`config.mk`:
```
export PLATFORM = sky130hd
export DESIGN_NAME = mmu_map_ctrl
export DESIGN_NICKNAME = d
export VERILOG_FILES = /design/src/rtl/mmu_pkg.sv /design/src/rtl/mmu_map_store.sv /design/src/rtl/mmu_map_ctrl.sv
export SDC_FILE = /design/constraint.sdc
export NUM_CORES = 1
export LEC_CHECK = 0
export CAP_MARGIN = 10
export CORE_UTILIZATION = 57
export CTS_CLUSTER_DIAMETER = 80
export DETAILED_ROUTE_END_ITERATION = 8
export PLACE_DENSITY = 0.87
export SLEW_MARGIN = 5
export SYNTH_ARGS = -nofsm -noshare
export SYNTH_HDL_FRONTEND = slang
export SYNTH_SLANG_ARGS = --single-unit
export TNS_END_PERCENT = 5
```
`constraint.sdc`:
```
create_clock -name clk -period 3.2 [get_ports clk]
set_input_delay 0.64 -clock clk [delete_from_list [all_inputs] [get_ports clk]]
set_output_delay 0.64 -clock clk [all_outputs]
set_load 0.05 [all_outputs]
```
`src/rtl/mmu_pkg.sv`:
```
// Shared definitions for the page-map controller: FSM encoding and the
// power-on page-map contents.
package mmu_pkg;

  typedef enum logic [2:0] {
    S_INIT    = 3'd0,
    S_IDLE    = 3'd1,
    S_CPU_WR  = 3'd2,
    S_SAVE    = 3'd3,
    S_RESTORE = 3'd4
  } state_t;

  localparam int unsigned INIT_ENTRY0      = 0;
  localparam int unsigned INIT_ENTRY_OTHER = 1;

  function automatic int unsigned init_entry(int unsigned idx);
    return (idx == 0) ? INIT_ENTRY0 : INIT_ENTRY_OTHER;
  endfunction

endpackage

```
`src/rtl/mmu_map_store.sv`:
```
// Shadow copy of the external page map plus a context store that can
// snapshot the whole shadow in one cycle.
module mmu_map_store
  import mmu_pkg::*;
#(
  parameter int DW = 3,
  parameter int AW = 3
) (
  input  logic          clk,
  input  logic          reset,
  input  logic          we,
  input  logic [AW-1:0] wr_adr,
  input  logic [DW-1:0] wr_data,
  input  logic          snap,
  input  logic [AW-1:0] rd_adr,
  output logic [DW-1:0] ctx_data
);

  localparam int NE = 1 << AW;

  logic [DW-1:0] shadow [0:NE-1];
  logic [DW-1:0] ctx    [0:NE-1];

  always_ff @(posedge clk) begin
    if (reset) begin
      for (int i = 0; i < NE; i++) begin
        shadow[i] <= DW'(init_entry(i));
        ctx[i]    <= DW'(init_entry(i));
      end
    end else begin
      if (we) shadow[wr_adr] <= wr_data;
      if (snap) begin
        for (int i = 0; i < NE; i++) ctx[i] <= shadow[i];
      end
    end
  end

  assign ctx_data = ctx[rd_adr];

endmodule

```
`src/rtl/mmu_map_ctrl.sv`:
```
// Page-map sequencer: default fill, locked CPU writes, context save/restore.
//   state     | meaning
//   S_INIT    | write default map, one entry per cycle
//   S_IDLE    | arbitrate ctx_req over cpu_req
//   S_CPU_WR  | single CPU write (rejected when write-locked)
//   S_SAVE    | snapshot shadow into context store
//   S_RESTORE | replay context store into map, one entry per cycle
module mmu_map_ctrl
  import mmu_pkg::*;
#(
  parameter int DW = 3,
  parameter int AW = 3
) (
  input  logic          clk,
  input  logic          reset,
  input  logic          cpu_req,
  input  logic [AW-1:0] cpu_adr,
  input  logic [DW-1:0] cpu_data,
  output logic          cpu_ack,
  output logic          cpu_err,
  input  logic          unlock,
  input  logic          lock,
  input  logic          ctx_req,
  input  logic          ctx_op,
  output logic          ctx_ack,
  output logic          map_we,
  output logic [AW-1:0] map_adr,
  output logic [DW-1:0] map_data,
  output logic          busy,
  output logic          wr_en
);

  localparam logic [AW-1:0] LAST = '1;

  state_t        state;
  logic [AW-1:0] idx;
  logic          w_en;
  logic [AW-1:0] w_adr;
  logic [DW-1:0] w_data;
  logic          snap;
  logic [DW-1:0] ctx_rd;

  mmu_map_store #(.DW(DW), .AW(AW)) u_store (
    .clk      (clk),
    .reset    (reset),
    .we       (w_en),
    .wr_adr   (w_adr),
    .wr_data  (w_data),
    .snap     (snap),
    .rd_adr   (idx),
    .ctx_data (ctx_rd)
  );

  // Write intent for this cycle; feeds the shadow and the registered map port alike.
  always_comb begin
    w_en   = 1'b0;
    w_adr  = '0;
    w_data = '0;
    snap   = 1'b0;
    case (state)
      S_INIT: begin
        w_en   = 1'b1;
        w_adr  = idx;
        w_data = DW'(init_entry(32'(idx)));
      end
      S_CPU_WR: begin
        w_en   = wr_en;
        w_adr  = cpu_adr;
        w_data = cpu_data;
      end
      S_SAVE:    snap = 1'b1;
      S_RESTORE: begin
        w_en   = 1'b1;
        w_adr  = idx;
        w_data = ctx_rd;
      end
      default: ;
    endcase
  end

  always_ff @(posedge clk) begin
    if (reset) begin
      state    <= S_INIT;
      idx      <= '0;
      wr_en    <= 1'b0;
      busy     <= 1'b1;
      map_we   <= 1'b0;
      map_adr  <= '0;
      map_data <= '0;
      cpu_ack  <= 1'b0;
      cpu_err  <= 1'b0;
      ctx_ack  <= 1'b0;
    end else begin
      if (lock)        wr_en <= 1'b0;
      else if (unlock) wr_en <= 1'b1;

      busy     <= (state != S_IDLE);
      map_we   <= w_en;
      map_adr  <= w_en ? w_adr : '0;
      map_data <= w_en ? w_data : '0;
      cpu_ack  <= 1'b0;
      cpu_err  <= 1'b0;
      ctx_ack  <= 1'b0;

      case (state)
        S_INIT: begin
          idx <= idx + 1'b1;
          if (idx == LAST) state <= S_IDLE;
        end
        S_IDLE: begin
          idx <= '0;
          if (ctx_req)      state <= ctx_op ? S_RESTORE : S_SAVE;
          else if (cpu_req) state <= S_CPU_WR;
        end
        S_CPU_WR: begin
          cpu_ack <= 1'b1;
          cpu_err <= ~wr_en;
          state   <= S_IDLE;
        end
        S_SAVE: begin
          ctx_ack <= 1'b1;
          state   <= S_IDLE;
        end
        S_RESTORE: begin
          idx <= idx + 1'b1;
          if (idx == LAST) begin
            ctx_ack <= 1'b1;
            state   <= S_IDLE;
          end
        end
        default: begin
          state <= S_INIT;
          idx   <= '0;
        end
      endcase
    end
  end

endmodule

```
==> run metrics, run 1 <==
mapped cell area=approximately 2900 um2; max incr delay on CP=about 660 ps; htree depth=3; Yosys top cell by area=sky130_fd_sc_hd__edfxtp_1; # Max-Cap Violations=0; cts repair resizes=0; remaining max-slew budget at the tightest pin=27.29%; starting DRC count in detailed routing=127; RSZ-0062 raised after global routing=false; met3 routing resource usage after global routing=6.722%; cell area power density=about 550 nW/um2; Horiz. Die Dim=73.47 um; period utilisation layout=between 70% and 80%; global-route total usage across every layer=24.09%; Pre-antenna DRT Iters=5; Wirelength per Cell=approximately 17 um; clock latency on the worst-skew pair=around 350 ps; die outline area=between 5000 and 6000 um2; met1 Track Usage GR=just over 30%; Int Pwr=approximately 1.4 mW; total vias in the final route=1827; Area contributors post-synth=sky130_fd_sc_hd__edfxtp_1, sky130_fd_sc_hd__dfxtp_1, sky130_fd_sc_hd__nor2_1, sky130_fd_sc_hd__nand2b_1, sky130_fd_sc_hd__and2_1; hold-fix buffer count after cts=0; most numerous cell types in the synthesized netlist=sky130_fd_sc_hd__edfxtp_1, sky130_fd_sc_hd__nor2_1, sky130_fd_sc_hd__dfxtp_1; cell class contributing the biggest share of worst-path delay=flip-flops; Mapped Cells=225; root buffer cell=sky130_fd_sc_hd__clkbuf_8; fraction of final layout cells with drive strength greater than 1=between 10% and 20%; diode count=0; TritonCTS clock tree=yes; setup_tns=0 ps; final routed DRC violation total=0; largest fanout of any net on the critical path=9; initial antenna violation count=0; average size of a mapped cell=between 10 and 15 um2; Critical Path AT=2390 ps; net switching power figure=462.8 uW; synthesized net count=between 200 and 250; final worst path period need=roughly 2300 ps; Site Rows=25; asr flop ratio synth=0%; setup bufs post-CTS=0; data required time at the worst endpoint=around 3300 ps; portion of the post-synthesis area used by sequential elements=roughly 64%; Max IR drop VDD=0.0004810 V; number of slew-limit violations in the final report=0; via count of the first global-routing pass=around 1800; Detail Route Antenna Nets=0; share of total power in sequential cells=around 54%; worst min-delay path category=reg -> reg; Starting Density=about three fifths; final worst clock skew=roughly 5.3 ps; startpoint-to-endpoint class of the critical path=reg -> reg; clock transition time at the flip-flop clock pins of the worst setup and hold paths=80 ps; status=finished clean; Global Route met2 Usage=between 30 and 40%; final number of hold-violating endpoints=0; CP Capture Type=register; drt via density=approximately 5.6; achievable frequency=431.8 MHz; number of buffers between clock root and the deepest sink=2; CTS sink cnt=69; die height=around 73 um; Final setup viols=0; dominant cell by count in the synthesized netlist=sky130_fd_sc_hd__edfxtp_1; measured slew at the worst slew-check pin=between 1000 and 1500 ps; worst hold-check slack=513.8 ps; top_reg_cell synth=sky130_fd_sc_hd__edfxtp_1; synthesis-stage register bit count=69; grt peak-use layer=met2; Core ar.=between 4000 and 5000 um2; buffers and inverters on the worst path=0; relative contribution of combinational cells to total power=between 8 and 9%; Syn-to-layout area delta=16.85%; final global-route overflow total=0; number of buffers inserted during clock tree synthesis=9; Routability Congestion=about 0.83; cell with the largest stage delay on the worst path=sky130_fd_sc_hd__dfxtp_1; worst-path cell chain=mux4_2, nand2b_1, a32oi_2, nor2_1; static leakage power=between 1 and 1.5 nW; Cell variety after synth=51; Final nets=between 200 and 300; launching element type of the critical path=register; Routed WL=approximately 5.6 mm; first-pass GRT wire length=8.997 mm; number of buffers added on ports=24; largest net degree at the start of global routing=25; DP HPWL=3.808 mm; area share of the largest cell type after synthesis=between 40% and 50%; share of total power in the clock network=about 38%; Synth Warn #=0; boundary pin count=25; EDFF count, synth=48; switching fraction of total power=roughly a quarter
[routing by layer]
metal	part of all wire [%]	wire length, um
met1	43	2426
met2	48	2679
met3	6.3	352
met4	2.7	151
met5	0	0
[stage by stage]
step                cells  power, mW  util (%)  setup slack [ps]  area, um2
detailed placement    309      1.179     66.49             586.4       3203
finish                325      1.871     70.62             884.1       3402
global route          325      1.929     70.62             749.1       3402
global placement      309      1.174     66.49             653.0       3203
CTS                   325      1.876     70.62             875.5       3402
floorplan             225      1.126         -             380.5       2912
[final cells by class]
cell class / instances / area (um2)
flip-flops and latches: 69 / 1862
well taps: 67 / 83.83
fillers: 345 / 1415
multi-input cells: 139 / 972.2
clock inverters: 7 / 75.07
clock buffers: 9 / 123.9
repair buffers: 26 / 255.2
inverters: 8 / 30.03
[flip-flops by register name, indices dropped and copies added (netlist names), named ones only]
signal	count
map_adr	3
u_store.shadow	24
wr_en	1
cpu_ack	1
cpu_err	1
idx	3
state	3
map_we	1
busy	1
ctx_ack	1
u_store.ctx	24
map_data	3
[worst paths after layout]
| check | startpoint | end | slack, ps | cells past startpoint |
|---|---|---|---|---|
| min reg2reg | u_store.shadow[6][0] | u_store.ctx[6][0] | 510 | 1 |
| min | u_store.shadow[6][0] | u_store.ctx[6][0] | 510 | 1 |
| max reg2reg | register | u_store.shadow[2][2] | 880 | 4 |
| max | register | u_store.shadow[2][2] | 880 | 4 |
[power groups by stage]
stage | logic [mW] | registers [mW] | clock network (mW)
global placement | 0.147 | 1.03 | 0
finish | 0.154 | 1.01 | 0.709
detailed placement | 0.151 | 1.03 | 0
floorplan | 0.0911 | 1.03 | 0
global route | 0.165 | 1.01 | 0.752
CTS | 0.153 | 1.01 | 0.714
[cells in the final DEF (no fill, tap or decap), drive strengths merged, types with 6 or more instances in the layout]
cell / count
dfxtp: 21
mux2i: 6
inv: 8
clkbuf: 9
nand2: 10
nand2b: 16
edfxtp: 48
nor2: 32
clkdlybuf4s50: 24
and2: 13
[logic make-up after synthesis]
| logic type | synth area share (%) |
|---|---|
| and+or+nand+nor | 19.98 |
| DFF | 63.94 |
| AOI/OAI and AO/OA | 7.607 |
| buffers and inverters | 2.793 |
| muxes | 4.383 |
| adders and majority gates | 1.289 |
No activity file was read; power rests on OpenSTA's default activity.
==> inputs of run 2 (changes only) <==
Settings changed: CORE_UTILIZATION 57 to 51, PLACE_DENSITY 0.87 to 0.83.
Clock period 3.2 ns to 1.89 ns, I/O delays scaled along.
==> run 2 against run 1 <==
Against the previous run: the run now ends with negative setup slack left; clock skew increased by 0.57 ps; hold slack got worse by 7.1 ps; first-iteration DRC count decreased by 36%; largest cell class unchanged; critical endpoint is now u_store.shadow[7][0].
==> run metrics, run 2 (same netlist as run 1, synthesis figures left out) <==
Critical Path AT=2020 ps (-370 ps); clock transition time at the flip-flop clock pins of the worst setup and hold paths=80 ps (about the same); Horiz. Die Dim=77.56 um (+5.6%); setup_tns=-44.58 ps (-44.58 ps); measured slew at the worst slew-check pin=530.3 ps (-560.2 ps); Wirelength per Cell=17.70 um (+2.5%); Starting Density=52.87% (-7.6 points); final global-route overflow total=0 (unchanged); largest fanout of any net on the critical path=9 (unchanged); status=complete, but fails checks; Site Rows=27 (+8.0%); TritonCTS clock tree=yes; # Max-Cap Violations=0 (unchanged); starting DRC count in detailed routing=81 (-36%); RSZ-0062 raised after global routing=true; worst flop-to-flop path startpoint=state[0]; leading registers by flop count=u_store.ctx x24, u_store.shadow x24; number of buffers between clock root and the deepest sink=2 (unchanged); Max IR drop VDD=0.0004975 V (+3.4%); die height=77.56 um (+5.6%); initial antenna violation count=0 (unchanged); worst min-delay path category=reg -> reg; number of buffers added on ports=24 (unchanged); die outline area=6015 um2 (+11%); multi-input combinational cell area=1036 um2 (+6.6%); htree depth=3 (unchanged); diode count=0 (unchanged); number of buffers inserted during clock tree synthesis=9 (unchanged); achievable frequency=521.6 MHz (+21%); final cell count without fillers=364 (+12%); largest net degree at the start of global routing=25 (unchanged); Hold Path Depth=1 (unchanged); via count of the first global-routing pass=1946 (+8.4%); static leakage power=1.403 nW (+20%); worst-case hold path end point=u_store.ctx[5][0]; total vias in the final route=1947 (+6.6%); startpoint-to-endpoint class of the critical path=reg -> reg; fraction of final layout cells with drive strength greater than 1=28.77% (+14 points); CP Capture Type=register; leading cell types in the layout, fill and taps excluded=sky130_fd_sc_hd__edfxtp_1, sky130_fd_sc_hd__buf_4, sky130_fd_sc_hd__nor2_1; final worst path period need=1917 ps (-398.7 ps); number of slew-limit violations in the final report=0 (unchanged); DP HPWL=4.410 mm (+16%); final routed DRC violation total=0 (unchanged); Syn-to-layout area delta=28.36%; Design Area, Final=3737 um2 (+9.9%); final core utilization=67.87% (-2.8 points); Core ar.=5507 um2 (+14%); data required time at the worst endpoint=1990 ps (-1290 ps); clock latency on the worst-skew pair=350 ps (about the same); period utilisation layout=101.4% (+29 points); hold-fix buffer count after cts=0 (unchanged); final worst clock skew=5.897 ps (+0.5710 ps); launch instance of the worst min-delay path=u_store.shadow[5][0]; violations in the final reports=negative setup slack; Detail Route Antenna Nets=0 (unchanged); cell with the largest stage delay on the worst path=sky130_fd_sc_hd__or4_4; cell area power density=819.9 nW/um2 (+49%); count of filler cells inserted in the layout=379 (+9.9%); Pre-antenna DRT Iters=4 (-1); Placed Area=3492 um2 (+9.0%); Final WS setup=-27.22 ps (-911.3 ps); remaining max-slew budget at the tightest pin=64.59% (+37 points); drt via density=5.349 (-4.8%); most common library cell in the layout ignoring fill and taps=sky130_fd_sc_hd__edfxtp_1; Final nets=303 (+13%); setup bufs post-CTS=0 (unchanged); max incr delay on CP=600 ps (-60 ps); number of instances in the placed design=347 (+12%); first-pass GRT wire length=9.998 mm (+11%); launching element type of the critical path=register; global-route total usage across every layer=23.22% (-0.87 points); Final setup viols=4 (+4); r2r setup slk=-30 ps (-910 ps); Critical R2R Capture=u_store.shadow[7][0]; Routed WL=6.441 mm (+15%); root buffer cell=sky130_fd_sc_hd__clkbuf_8; sequential cell area=1867 um2 (+0.27%); worst-path cell chain=buf_4, nor3b_2, a31oi_4, or4_4, nand2b_1; worst r2r path cells=5 (+1); total power consumption of the routed design=3.064 mW (+64%); final number of hold-violating endpoints=0 (unchanged); boundary pin count=25 (unchanged); CTS sink cnt=69 (unchanged); Routability Congestion=0.7523 (-9.3%)
run 2: cell types whose count changed in the layout (fill, tap and decap cells not counted), moves of 2 or more:
cell                              delta
sky130_fd_sc_hd__nand2_2             +4
sky130_fd_sc_hd__clkinv_2            +3
sky130_fd_sc_hd__dlymetal6s2s_1      +4
sky130_fd_sc_hd__clkdlybuf4s50_1     -5
sky130_fd_sc_hd__nand2_1             -4
sky130_fd_sc_hd__nor3b_1             -2
sky130_fd_sc_hd__buf_4              +31
sky130_fd_sc_hd__nor3b_2             +2
sky130_fd_sc_hd__dfxtp_1             -2
sky130_fd_sc_hd__buf_12              +3
run 2: final cells by class:
class                      count  area share [%]
clock inverter                 7           1.138
sequential                    69           49.95
multi-input combinational    140           27.72
tap                           72           2.410
timing repair buffer          59           14.66
clock buffer                   9           3.314
inverter                       8          0.8035
run 2: critical path, delay by kind of cell (launching register included):
family          cells  cell delay (ps)
flops               1              310
compound gates      1              100
buf+inv             1              170
simple gates        3             1080
run 2: power by group:
group | internal [mW] | switching, mW
Combinational | 0.153 | 0.186
Clock | 0.465 | 0.559
Sequential | 1.67 | 0.0324
Total | 2.29 | 0.778
run 2: worst max-delay path by stage:
stage | start | slack, ps | endpoint
global placement | reset | -250 | u_store.shadow[7][0]
floorplan | wr_en | -270 | u_store.shadow[7][0]
finish | state[0] | -30 | u_store.shadow[7][0]
CTS | state[2] | 4 | u_store.shadow[5][2]
global route | state[0] | -70 | u_store.shadow[7][0]
detailed placement | reset | -290 | u_store.shadow[7][0]
run 2: metal layers:
layer	track usage [%]	part of all wire (%)	routed length, um	up-vias
met4	9.434	1.5	95	0
met1	29.05	42	2696	949
met2	37.96	52	3323	48
met5	0	0	0	-
met3	6.588	5.0	325	8
li1	-	-	-	942
run 2: what timing repair did:
action	4_1_cts	5_1_grt
pin swaps	2	2
endpoints found under the setup margin	25	42
gates resized for setup	5	14
gates cloned	1	0
run 2: metrics by stage:
step	hold slack (ps)	setup slack, ps
floorplan	454.8	-274.1
global placement	482.3	-248.2
detailed placement	489.5	-285.5
CTS	508.8	3.532
global route	526.6	-65.18
finish	506.7	-27.22
